===== src/rtl/arm_timer_pkg.sv =====
// Shared encodings for the timeout scheduler: request opcodes and channel state.
package arm_timer_pkg;

    localparam logic [1:0] OP_NOP    = 2'b00;
    localparam logic [1:0] OP_ARM    = 2'b01;
    localparam logic [1:0] OP_CANCEL = 2'b10;

    typedef enum logic {
        IDLE  = 1'b0,
        ARMED = 1'b1
    } ch_state_t;

endpackage


===== src/rtl/arm_tick_gen.sv =====
// Prescaler and free-running time base; emits a one-cycle tick every PRESCALE+1 enabled cycles.
module arm_tick_gen #(
    parameter int PRESCALE = 1000,
    parameter int TIME_W   = 32
) (
    input  logic              clk_i,
    input  logic              resetn_i,
    input  logic              en_i,
    output logic              tick_o,
    output logic [TIME_W-1:0] time_o
);

    localparam int PRE_W = (PRESCALE < 1) ? 1 : $clog2(PRESCALE + 1);

    logic [PRE_W-1:0]  pre_q;
    logic [TIME_W-1:0] time_q;

    assign tick_o = en_i && (pre_q == PRE_W'(PRESCALE));
    assign time_o = time_q;

    always_ff @(posedge clk_i) begin
        if (!resetn_i) begin
            pre_q  <= '0;
            time_q <= '0;
        end else if (tick_o) begin
            pre_q  <= '0;
            time_q <= time_q + TIME_W'(1);
        end else if (en_i) begin
            pre_q  <= pre_q + PRE_W'(1);
        end
    end

endmodule


===== src/rtl/arm_timer_scheduler.sv =====
// Multi-channel one-shot/periodic timeout scheduler on a shared prescaled time base,
// with round-robin expiry delivery and sticky per-channel overrun flags.
module arm_timer_scheduler
    import arm_timer_pkg::*;
#(
    parameter int PRESCALE = 1000,
    parameter int TIME_W   = 32,
    parameter int NUM_CH   = 4,
    parameter int CH_W     = 2
) (
    input  logic              cnt_clk,
    input  logic              cnt_resetn,
    input  logic              cnt_en,
    input  logic              req_valid,
    output logic              req_ready,
    input  logic [1:0]        req_op,
    input  logic [CH_W-1:0]   req_ch,
    input  logic [TIME_W-1:0] req_delta,
    input  logic              req_periodic,
    output logic              exp_valid,
    input  logic              exp_ready,
    output logic [CH_W-1:0]   exp_ch,
    output logic [NUM_CH-1:0] ovr_flags,
    output logic [TIME_W-1:0] cnt_output
);

    function automatic logic [TIME_W-1:0] clamp_delta(input logic [TIME_W-1:0] v);
        return (v == '0) ? TIME_W'(1) : v;
    endfunction

    logic              tick;
    logic [TIME_W-1:0] time_now;
    logic              req_ready_q;
    logic [CH_W-1:0]   rr_q;
    logic [NUM_CH-1:0] pend_vec;
    logic [NUM_CH-1:0] ovr_vec;
    logic [CH_W-1:0]   exp_ch_c;
    logic              found;
    logic              req_acc;
    logic              exp_take;
    logic [TIME_W-1:0] req_d;

    arm_tick_gen #(
        .PRESCALE(PRESCALE),
        .TIME_W  (TIME_W)
    ) u_tick (
        .clk_i   (cnt_clk),
        .resetn_i(cnt_resetn),
        .en_i    (cnt_en),
        .tick_o  (tick),
        .time_o  (time_now)
    );

    assign req_ready  = req_ready_q;
    assign req_acc    = req_valid && req_ready_q;
    assign req_d      = clamp_delta(req_delta);
    assign exp_valid  = |pend_vec;
    assign exp_ch     = exp_ch_c;
    assign exp_take   = exp_valid && exp_ready;
    assign ovr_flags  = ovr_vec;
    assign cnt_output = time_now;

    always_ff @(posedge cnt_clk) begin
        if (!cnt_resetn) begin
            req_ready_q <= 1'b0;
            rr_q        <= CH_W'(NUM_CH - 1);
        end else begin
            req_ready_q <= 1'b1;
            if (exp_take) begin
                rr_q <= exp_ch_c;
            end
        end
    end

    // Search starts just after the last delivered channel so every channel gets a turn.
    always_comb begin
        exp_ch_c = rr_q;
        found    = 1'b0;
        for (int k = 1; k <= NUM_CH; k++) begin
            if (!found && pend_vec[(int'(rr_q) + k) % NUM_CH]) begin
                exp_ch_c = CH_W'((int'(rr_q) + k) % NUM_CH);
                found    = 1'b1;
            end
        end
    end

    for (genvar i = 0; i < NUM_CH; i++) begin : g_ch
        ch_state_t         state_q;
        logic [TIME_W-1:0] deadline_q;
        logic [TIME_W-1:0] period_q;
        logic              pend_q;
        logic              ovr_q;
        logic              arm_hit;
        logic              cancel_hit;
        logic              fire;
        logic              deliver;

        assign arm_hit    = req_acc && (req_op == OP_ARM) && (req_ch == CH_W'(i));
        assign cancel_hit = req_acc && (req_op == OP_CANCEL) && (req_ch == CH_W'(i));
        assign fire       = tick && (state_q == ARMED) && ((time_now + TIME_W'(1)) == deadline_q);
        assign deliver    = exp_take && (exp_ch_c == CH_W'(i));
        assign pend_vec[i] = pend_q;
        assign ovr_vec[i]  = ovr_q;

        // Priority: cancel, then re-arm, then fire; a delivery only matters when no new fire lands.
        always_ff @(posedge cnt_clk) begin
            if (!cnt_resetn) begin
                state_q <= IDLE;
                pend_q  <= 1'b0;
                ovr_q   <= 1'b0;
            end else if (cancel_hit) begin
                state_q <= IDLE;
                pend_q  <= 1'b0;
                ovr_q   <= 1'b0;
            end else if (arm_hit) begin
                state_q <= ARMED;
                if (deliver) begin
                    pend_q <= 1'b0;
                end
            end else if (fire) begin
                pend_q <= 1'b1;
                if (pend_q && !deliver) begin
                    ovr_q <= 1'b1;
                end
                if (period_q == '0) begin
                    state_q <= IDLE;
                end
            end else if (deliver) begin
                pend_q <= 1'b0;
            end
        end

        always_ff @(posedge cnt_clk) begin
            if (arm_hit) begin
                deadline_q <= time_now + req_d;
                period_q   <= req_periodic ? req_d : '0;
            end else if (fire) begin
                deadline_q <= deadline_q + period_q;
            end
        end
    end

endmodule


===== config.mk =====
export PLATFORM = sky130hd
export DESIGN_NAME = arm_timer_scheduler
export DESIGN_NICKNAME = d
export VERILOG_FILES = /design/src/rtl/arm_timer_pkg.sv /design/src/rtl/arm_tick_gen.sv /design/src/rtl/arm_timer_scheduler.sv
export SDC_FILE = /design/constraint.sdc
export NUM_CORES = 1
export LEC_CHECK = 0
export ABC_AREA = 1
export CAP_MARGIN = 40
export CORE_ASPECT_RATIO = 1.1
export CORE_UTILIZATION = 49
export CTS_CLUSTER_DIAMETER = 60
export DETAILED_ROUTE_END_ITERATION = 8
export PLACE_DENSITY = 0.67
export SLEW_MARGIN = 20
export SYNTH_ARGS = -nofsm -noshare
export SYNTH_HDL_FRONTEND = slang
export SYNTH_SLANG_ARGS = --single-unit

===== constraint.sdc =====
create_clock -name cnt_clk -period 4.31 [get_ports cnt_clk]
set_clock_uncertainty 0.05 [all_clocks]
set_input_delay 1.0775 -clock cnt_clk [delete_from_list [all_inputs] [get_ports cnt_clk]]
set_output_delay 1.0775 -clock cnt_clk [all_outputs]
set_load 0.02 [all_outputs]

==> Flow_metrics.wiki <==
{| class="wikitable"
! Metric !! Value
|-
| Synthesized netlist net count || 3,343
|-
| Final count of hold timing violations || 0
|-
| Vias per inst || 6.066
|-
| Violation count after the first detailed-route iteration || 3,120
|-
| Worst R2R Start || u_tick.time_o[13]
|-
| Vias || 24.38k
|-
| Synth area leaders || sky130_fd_sc_hd__edfxtp_1 (33%), sky130_fd_sc_hd__nand2_1 (12%), sky130_fd_sc_hd__ha_1 (7.7%)
|-
| Half-perimeter wire length after detailed placement || 79.87 mm
|-
| Headroom to the max-slew limit || 38.38%
|-
| Overall die width || 210.7 um
|-
| Core occupancy in the finished layout || 58.51%
|-
| All-Layer GR Usage || 40.41%
|-
| Fillers || 4,406
|-
| Sum of routed wire length over all layers || 99.09 mm
|-
| Placed cell count || 3,942
|-
| Arrival time at the worst endpoint || 4.45 ns
|-
| Clock slew seen by the registers of the worst setup and hold paths || 0.06 ns
|-
| Mean instance size in the synthesized netlist || 7.444 um^2
|-
| CTS tree || yes
|-
| Area share of the largest cell type after synthesis || 32.76%
|-
| Post-route ant nets || 0
|-
| Sum of negative setup slack || 0 ns
|-
| Class of the most critical hold timing path || reg2reg
|-
| H-Tree Depth || 2
|-
| Most numerous cell types in the synthesized netlist || sky130_fd_sc_hd__nand2_1 (743), sky130_fd_sc_hd__inv_1 (335), sky130_fd_sc_hd__nor2_1 (306), sky130_fd_sc_hd__a21oi_1 (275), sky130_fd_sc_hd__edfxtp_1 (256)
|-
| Cell taking the most area after synthesis || sky130_fd_sc_hd__edfxtp_1
|-
| Routability congestion estimate from global placement || 1.059
|-
| Global-route congestion overflow total || 0
|-
| Number of max-cap violations || 0
|-
| Final critical delay including setup and external delays || 4.166 ns
|-
| Critical Path Start || req_delta[16]
|-
| Starting Density || 49.99%
|-
| Worst-case clock buffer depth || 3
|-
| Antenna violations before repair || 1
|-
| Worst vdd rail ir drop || 231.2 uV
|-
| Category of the critical setup timing path || in2reg
|-
| Count of synthesis-stage warnings from yosys || 0
|-
| Period Utilization, post-route || 96.65%
|-
| Power density normalized to cell area || 266.7 nW/um^2
|-
| Count of flip-flops with a built-in enable after synthesis || 256
|-
| Cells on Worst Hold Path || 2
|-
| Number of instances in the synthesized netlist || 3,152
|-
| Number of setup violations in the final report || 0
|-
| Final Max Slew Viols || 0
|-
| Library cell used as clock root buffer || sky130_fd_sc_hd__clkbuf_16
|-
| Synthesized area || 23,470 um^2
|-
| Startpoint of the most critical hold path || g_ch[3].ovr_q
|-
| Most instantiated library cell after synthesis || sky130_fd_sc_hd__nand2_1
|-
| NumNets Final || 3,540
|-
| Leakage power of the design || 0.01157 uW
|-
| Num CTS Buffers || 41
|-
| Wire length of the first global-routing pass || 142.8 mm
|-
| Relative area change from synthesis to final layout || 17.05%
|-
| Crit path max fanout || 4
|-
| Least setup slack across all paths after layout || 0.1445 ns
|-
| Vias in the first global route || 22.89k
|-
| Type of origin of the critical path || input pin
|-
| DR DRC count || 0
|-
| Number of diodes added for antenna fixing || 0
|-
| Yosys reg bits || 313
|-
| Chip Height || 231.5 um
|-
| Largest net degree at the start of global routing || 61
|-
| Maximum clock frequency || 240.1 MHz
|-
| Clk Latency, worst-skew pair || 0.61 ns
|-
| Capturing element type of the critical path || flip-flop
|-
| Router iterations before antenna repair || 6
|-
| Post-synthesis async set-or-reset flop share || 0%
|-
| Placement Rows || 83
|-
| Slew @ Worst Pin || 0.9128 ns
|-
| Overall die area || 48,770 um^2
|-
| Port Buf Inserts || 81
|-
| Finished Layout Cells || 4,019
|-
| Fraction of layout instances using a drive strength above 1 || 9.137%
|-
| Placeable core region || 46,940 um^2
|-
| Total power draw || 7324 uW
|-
| Required time of the worst setup path || 4.59 ns
|-
| Number of clock sinks seen by CTS || 313
|-
| Worst slack at placement || -0.7874 ns
|-
| Synth cell types || 45
|-
| Number of cells on the worst reg-to-reg path || 17
|-
| Top FF cell, synth || sky130_fd_sc_hd__edfxtp_1
|-
| Proportion of synthesized chip area in sequential cells || 37.62%
|-
| Average routed wire per standard cell || 24.66 um
|-
| Run status || complete, no violations
|-
| IO Count || 82
|}
[placed cells by master (no fill, tap or decap), drive strengths merged]
cell type,n
fa,5
a31oi,8
a21boi,4
nor4,60
a21o,11
o21bai,20
clkdlybuf4s18,1
mux2i,4
or4,1
ha,144
clkdlybuf4s15,1
nand2,760
nand3,228
or2,42
and2,4
clkbuf,50
o211ai,15
bufinv,3
buf,129
clkinv,15
nor3,35
edfxtp,256
dlymetal6s2s,8
clkdlybuf4s50,73
a211oi,5
o22ai,29
clkinvlp,3
or3b,1
nand4,41
nand3b,39
inv,349
o21ai,247
nor2,324
o21a,8
xor2,79
xnor2,40
a21oi,275
o311ai,5
dfxtp,57
o31ai,3
[critical path, cell delays in order]
cell                              delay (ns)
sky130_fd_sc_hd__clkdlybuf4s50_1        0.47
sky130_fd_sc_hd__nor4_2                 0.19
sky130_fd_sc_hd__buf_4                  0.17
sky130_fd_sc_hd__and2_0                 0.12
sky130_fd_sc_hd__buf_4                  0.14
sky130_fd_sc_hd__nand4_1                0.09
sky130_fd_sc_hd__and2_4                 0.16
sky130_fd_sc_hd__inv_1                  0.05
sky130_fd_sc_hd__ha_1                   0.13
sky130_fd_sc_hd__inv_1                  0.06
sky130_fd_sc_hd__fa_2                   0.35
sky130_fd_sc_hd__inv_1                  0.06
sky130_fd_sc_hd__nand3_1                0.07
sky130_fd_sc_hd__nand2_2                0.10
sky130_fd_sc_hd__a21oi_4                0.08
sky130_fd_sc_hd__buf_4                  0.14
sky130_fd_sc_hd__o31ai_2                0.23
sky130_fd_sc_hd__buf_4                  0.17
sky130_fd_sc_hd__nand2_2                0.08
sky130_fd_sc_hd__o21ai_2                0.15
sky130_fd_sc_hd__xor2_1                 0.08
sky130_fd_sc_hd__buf_4                  0.16
sky130_fd_sc_hd__nand2_1                0.06
sky130_fd_sc_hd__nand2_1                0.05
[final timing paths]
path / endpoint / slack, ns
max: g_ch[3].deadline_q[30] / 0.14
min reg2reg: g_ch[3].ovr_q / 0.42
min: g_ch[3].ovr_q / 0.42
max reg2reg: g_ch[3].deadline_q[31] / 0.37
[layout make-up]
class	count	area, um^2	share of cell area [%]
multi-input combinational	2437	13240	48.22
sequential	313	8828	32.14
timing repair buffer	212	1939	7.061
inverter	344	1291	4.701
clock buffer	50	1070	3.895
tap	637	797.0	2.902
clock inverter	26	296.5	1.080
[through the flow]
step	cell area [um^2]	hold WS, ns
2_1_floorplan	23470	0.3804
3_3_place_gp	25920	0.3983
3_5_place_dp	25960	0.4203
4_1_cts	27380	0.4308
5_1_grt	27470	0.4350
6_report	27470	0.4249
[sequential cells by signal (all words and copies together) (netlist names)]
register	count
g_ch.deadline_q	128
g_ch.ovr_q	4
g_ch.pend_q	4
g_ch.period_q	128
g_ch.state_q	4
req_ready	1
rr_q	2
u_tick.pre_q	10
u_tick.time_o	32
[power breakdown]
part	internal, uW	total (uW)	switching (uW)
sequential	3270	3290	17.5
clock	2000	3540	1540
combinational	170	497	327
total	5440	7320	1880
[kinds of logic after synthesis]
logic type,Yosys count,share of synthesized area (%)
XOR/XNOR,119,4.442
AO/OA/AOI/OAI,630,14.47
AND/OR/NAND/NOR,1535,28.69
multiplexers,4,0.1706
adder cells (fa/ha/maj),149,8.105
flip-flops,313,37.62
buffers and inverters,402,6.505
[per-layer routing]
metal	routed length [um]	global-route usage [%]	up-vias
met5	12	0	-
met4	5151	18.32	2
met3	10220	6.653	241
met2	44470	64.75	1361
met1	39240	53.46	11550
li1	-	-	11230
[what timing repair did]
action	CTS	global route
pin swaps	5	11
gates cloned	0	0
resized for setup	9	25
buffers inserted	1	0
hold buffers	0	0
setup endpoints to repair	29	73
Note: power is estimated with default switching activity, not from simulation.
